$ cat src/rtl/ball_state_bank.sv
// Double-buffered ball/cue position store.
// Software fills the shadow bank and requests a commit. The whole shadow bank
// is copied into the active bank at the next frame boundary, so the renderer
// never sees a half-updated table. The renderer reads the active bank through
// a registered port with one cycle of latency.
module ball_state_bank #(
    parameter int NUM_BALLS = 17,
    parameter int IDX_W     = 5,
    parameter int X_W       = 10,
    parameter int Y_W       = 10,
    parameter int CNT_W     = 16
) (
    input  logic             clk_clk,
    input  logic             reset_reset,
    input  logic             wr_en,
    input  logic [IDX_W-1:0] wr_index,
    input  logic [X_W-1:0]   wr_x,
    input  logic [Y_W-1:0]   wr_y,
    input  logic             wr_vis,
    input  logic             commit,
    input  logic             frame_start,
    input  logic             err_clr,
    input  logic             rd_en,
    input  logic [IDX_W-1:0] rd_index,
    output logic [X_W-1:0]   rd_x,
    output logic [Y_W-1:0]   rd_y,
    output logic             rd_vis,
    output logic             rd_valid,
    output logic             commit_pending,
    output logic             swap_done,
    output logic [CNT_W-1:0] frame_count,
    output logic             wr_err
);

    // One extra bit so the limit itself is representable even when
    // NUM_BALLS equals 2**IDX_W.
    localparam logic [IDX_W:0] SLOT_LIMIT = (IDX_W+1)'(NUM_BALLS);

    typedef enum logic [0:0] {
        IDLE    = 1'b0,
        PENDING = 1'b1
    } state_t;

    state_t state_reg;

    // Both banks live in flops: they must clear on reset and the swap
    // copies every slot in the same cycle.
    logic [X_W-1:0] shadow_x [NUM_BALLS];
    logic [Y_W-1:0] shadow_y [NUM_BALLS];
    logic           shadow_vis [NUM_BALLS];
    logic [X_W-1:0] active_x [NUM_BALLS];
    logic [Y_W-1:0] active_y [NUM_BALLS];
    logic           active_vis [NUM_BALLS];

    logic wr_in_range;
    logic rd_in_range;
    logic wr_accept;
    logic wr_reject;
    logic swap;

    assign wr_in_range = {1'b0, wr_index} < SLOT_LIMIT;
    assign rd_in_range = {1'b0, rd_index} < SLOT_LIMIT;
    // The shadow bank is frozen while a commit waits for its frame boundary.
    assign wr_accept   = wr_en && (state_reg == IDLE) && wr_in_range;
    assign wr_reject   = wr_en && !wr_accept;
    assign swap        = (state_reg == PENDING) && frame_start;

    genvar gi;
    generate
        for (gi = 0; gi < NUM_BALLS; gi++) begin : g_slot
            // Per-slot shadow write and shadow-to-active copy on the swap edge.
            always_ff @(posedge clk_clk or posedge reset_reset) begin
                if (reset_reset) begin
                    shadow_x[gi]   <= '0;
                    shadow_y[gi]   <= '0;
                    shadow_vis[gi] <= 1'b0;
                    active_x[gi]   <= '0;
                    active_y[gi]   <= '0;
                    active_vis[gi] <= 1'b0;
                end else begin
                    if (wr_accept && (wr_index == IDX_W'(gi))) begin
                        shadow_x[gi]   <= wr_x;
                        shadow_y[gi]   <= wr_y;
                        shadow_vis[gi] <= wr_vis;
                    end
                    if (swap) begin
                        active_x[gi]   <= shadow_x[gi];
                        active_y[gi]   <= shadow_y[gi];
                        active_vis[gi] <= shadow_vis[gi];
                    end
                end
            end
        end
    endgenerate

    // Commit FSM: IDLE accepts writes and commits, PENDING waits for vblank.
    // A frame_start in the commit cycle itself is seen while still IDLE, so
    // the swap always lands on a strictly later frame.
    always_ff @(posedge clk_clk or posedge reset_reset) begin
        if (reset_reset) begin
            state_reg      <= IDLE;
            commit_pending <= 1'b0;
            swap_done      <= 1'b0;
            frame_count    <= '0;
        end else begin
            swap_done <= 1'b0;
            case (state_reg)
                IDLE: begin
                    if (commit) begin
                        state_reg      <= PENDING;
                        commit_pending <= 1'b1;
                    end
                end
                PENDING: begin
                    if (frame_start) begin
                        state_reg      <= IDLE;
                        commit_pending <= 1'b0;
                        swap_done      <= 1'b1;
                        frame_count    <= frame_count + CNT_W'(1);
                    end
                end
                default: begin
                    state_reg      <= IDLE;
                    commit_pending <= 1'b0;
                end
            endcase
        end
    end

    // Sticky write-error flag; a new error in the clear cycle wins.
    always_ff @(posedge clk_clk or posedge reset_reset) begin
        if (reset_reset) begin
            wr_err <= 1'b0;
        end else if (wr_reject) begin
            wr_err <= 1'b1;
        end else if (err_clr) begin
            wr_err <= 1'b0;
        end
    end

    // Registered read of the active bank; data holds when no read is issued.
    // Reading on the swap edge sees the pre-swap contents.
    always_ff @(posedge clk_clk or posedge reset_reset) begin
        if (reset_reset) begin
            rd_x     <= '0;
            rd_y     <= '0;
            rd_vis   <= 1'b0;
            rd_valid <= 1'b0;
        end else begin
            rd_valid <= rd_en;
            if (rd_en) begin
                if (rd_in_range) begin
                    rd_x   <= active_x[rd_index];
                    rd_y   <= active_y[rd_index];
                    rd_vis <= active_vis[rd_index];
                end else begin
                    rd_x   <= '0;
                    rd_y   <= '0;
                    rd_vis <= 1'b0;
                end
            end
        end
    end

endmodule

$ cat config.mk
export PLATFORM = sky130hd
export DESIGN_NAME = ball_state_bank
export DESIGN_NICKNAME = d
export VERILOG_FILES = /design/src/rtl/ball_state_bank.sv
export SDC_FILE = /design/constraint.sdc
export NUM_CORES = 2
export LEC_CHECK = 0
export CAP_MARGIN = 20
export CORE_MARGIN = 3
export CORE_UTILIZATION = 35
export DETAILED_ROUTE_END_ITERATION = 6
export PLACE_DENSITY = 0.51
export SETUP_SLACK_MARGIN = 0.15
export SYNTH_ARGS = -nofsm -noshare
export SYNTH_HDL_FRONTEND = slang
export SYNTH_SLANG_ARGS = --single-unit
$ cat constraint.sdc
create_clock -name clk_clk -period 34.6 [get_ports clk_clk]
set_clock_uncertainty 0.05 [all_clocks]
set_input_delay 5.19 -clock clk_clk [delete_from_list [all_inputs] [get_ports clk_clk]]
set_output_delay 5.19 -clock clk_clk [all_outputs]
set_load 0.02 [all_outputs]
==> reports/metrics.cfg <==
[worst_setup_path]
slowest_stage = buf_4
cp-end-kind = flip-flop
cp_slowest_stage_delay_ns = 0.84
cp_top_family = buffers and inverters
cp_common_cell = buf_4
crit_path_start_kind = input pin
path_max_fanout = 129
required_ns = 35.10
path_cells = clkdlybuf4s50_1 > nand2_4 > inv_8 > buf_4 > buf_4 > buf_16 > buf_4 > nand2_1 > nand2_1
cp.arrival_ns = 9.20
path_buf_inv = 6
path_class = input pin to flip-flop

[clock_network]
cts_root_buffer = clkbuf_16
numCtsBuffers = 81
cts.path.max_buffers = 3
post_cts_buffers = 0
clock-sinks = 756
h-tree-depth = 3
cts_tree = yes
insertion_delay_ns = 0.61
hold_buffers = 0
ctsResizeCount = 0
clk_transition_reported_paths_ns = 0.06

[global_route]
grt_pass1_wl_mm = 127.2
grt_remaining_overflow = 0
use_met3_pct = 2.646
busiest_layer = met2
groute.usage.overall_pct = 17.76
first_global_vias = 20830
grt_max_degree = 157
antenna_found_initial = 2
grtUsageMet1_pct = 24.09
grtUsageMet2_pct = 29.64

[yosys]
synth_warnings = 0
synth_top_cell_area_share_pct = 60.62
synthTopCellsByArea = dfrtp_1 (61%), mux2_2 (13%), nand2_1 (13%)
synthesis.nets = 2733
post_synth.cell_area_avg_um2 = 11.58
syn_area_um2 = 31210
synth_cell_type_count = 40
seq_area_frac_synth_pct = 60.62
synth_top_cell_by_area = dfrtp_1
synth_seq_cells = 756
syn_inst = 2694

[placed_design]
placed_area_um2 = 33010
dp_hpwl_mm = 44.17
gp_congestion = 0.7448
port-buffer-count = 78

[floorplanning]
dieHeight_um = 304.6
die_w_um = 304.6
rows = 108
core_area_um2 = 87560
die_area_um2 = 92780
io_pins = 79
start_util_pct = 35.64

[sta]
slew_headroom_pct = 25.44
worst_slew_pin_slew_ns = 1.114
rsz0062_at_grt = false
fin_crit_sh_pct = 25.14
fin_crit_ns = 8.700
finalSetupTns_ns = 0
setup_viol = 0
max_freq_ghz = 0.1149
hold_ws_ns = 0.4026
maxSlewViolCount = 0
hold_viol = 0

[layout]
finish.instance_area_um2 = 35700
fillers = 8242
final_common_cell = nand2_1
final-seq-area_um2 = 18920
final_cell_mix = nand2_1 (1,104), dfrtp_1 (756), mux2_2 (374)
diodes = 0
area_growth_pct = 14.41
multi_input_area_um2 = 11530
drive_above_1_share_pct = 22.84
fin_nets = 2761

[route]
routed_via_density = 5.000
wirelength_mm = 81.53
drtIter0Drc = 1449
ant_nets = 0
drt-pass1-iter-count = 5
wl_per_cell_um = 20.72
vias = 19680
route.detailed.drc = 0

[flow_run]
drv_cap = 0

[power]
vdd_drop_max_mv = 0.03634
finalPower_mw = 2.241
total_leakage_power_nw = 17.78
p_per_area_nw_per_um2 = 62.77

[run_status]
status = completed

[worst_hold_path]
holdCritPathClass = flip-flop to flip-flop

cells in the mapped netlist, drive strengths merged:
cell / instances
xor2: 5
nor2b: 27
o21ai: 2
mux2: 378
inv: 5
ha: 1
a211oi: 22
a2111oi: 12
and3: 5
o22ai: 1
nor3b: 4
nand2b: 2
nor4: 1
nand4: 5
xnor2: 10
nand3: 3
dfrtp: 756
and4: 4
nand2: 1109
buf: 85
clkbuf: 88
and2: 2
and4b: 1
a31oi: 21
a311oi: 2
nor3: 3
mux2i: 15
nand3b: 2
mux4: 70
or3b: 1
nor2: 31
a22oi: 21
path summary, 6_finish.rpt:
path | from | cells past startpoint | slack, ns | to
min in group asynchronous | reset_reset | 2 | 5.14 | shadow_x[27]
max in group asynchronous | reset_reset | 5 | 26.27 | shadow_x[16]
worst min register to register | shadow_y[130] | 2 | 0.40 | active_y[130]
worst min-delay path | shadow_y[130] | 2 | 0.40 | active_y[130]
worst max-delay path | frame_start | 9 | 25.90 | active_y[125]
worst max register to register | state_reg | 8 | 30.49 | active_y[125]
routing by layer:
layer  wire length [um]  vias up
met5                  0        -
met1              37060    10290
met4               1896        0
met2              39480      342
li1                   -     8945
met3               3088      102
through the flow:
stage | setup slack, ns | cells | util (%)
detailed placement | 24.94 | 3793 | 37.70
global route | 25.62 | 3935 | 40.77
floorplan | 8.142 | 2694 | -
finish | 25.90 | 3935 | 40.77
CTS | 25.60 | 3934 | 40.74
global placement | 25.01 | 3792 | 37.68
cell type report:
class | count | share of cell area (%)
sequential | 756 | 52.99
multi-input combinational | 1760 | 32.29
clock buffer | 120 | 6.834
tap | 1155 | 4.048
timing repair buffer | 118 | 3.129
clock inverter | 21 | 0.6203
inverter | 5 | 0.09462
worst min-delay path, cell delays in order (launching register included):
cell and delay [ns]:
dfrtp_1 0.34, nand2_1 0.05, nand2_1 0.05
where the power goes:
| part | leakage (nW) | switching, mW | total (mW) | internal [mW] |
|---|---|---|---|---|
| registers | 10.1 | 0.0754 | 1.10 | 1.03 |
| logic | 6.39 | 0.142 | 0.272 | 0.130 |
| clock network | 1.31 | 0.350 | 0.866 | 0.516 |
cell families (layout without fill, tap and decap cells):
| kind of cell | Yosys count | count (layout) | share of synthesized area, % |
|---|---|---|---|
| AO/OA/AOI/OAI | 81 | 81 | 1.901 |
| AND/OR/NAND/NOR | 1200 | 1200 | 15.09 |
| adder cells (fa/ha/maj) | 1 | 1 | 0.04009 |
| flip-flops | 756 | 756 | 60.62 |
| multiplexers | 463 | 463 | 19.17 |
| buffers and inverters | 178 | 264 | 2.754 |
| XOR/XNOR | 15 | 15 | 0.4210 |
Power figures use the tool's default switching activity.
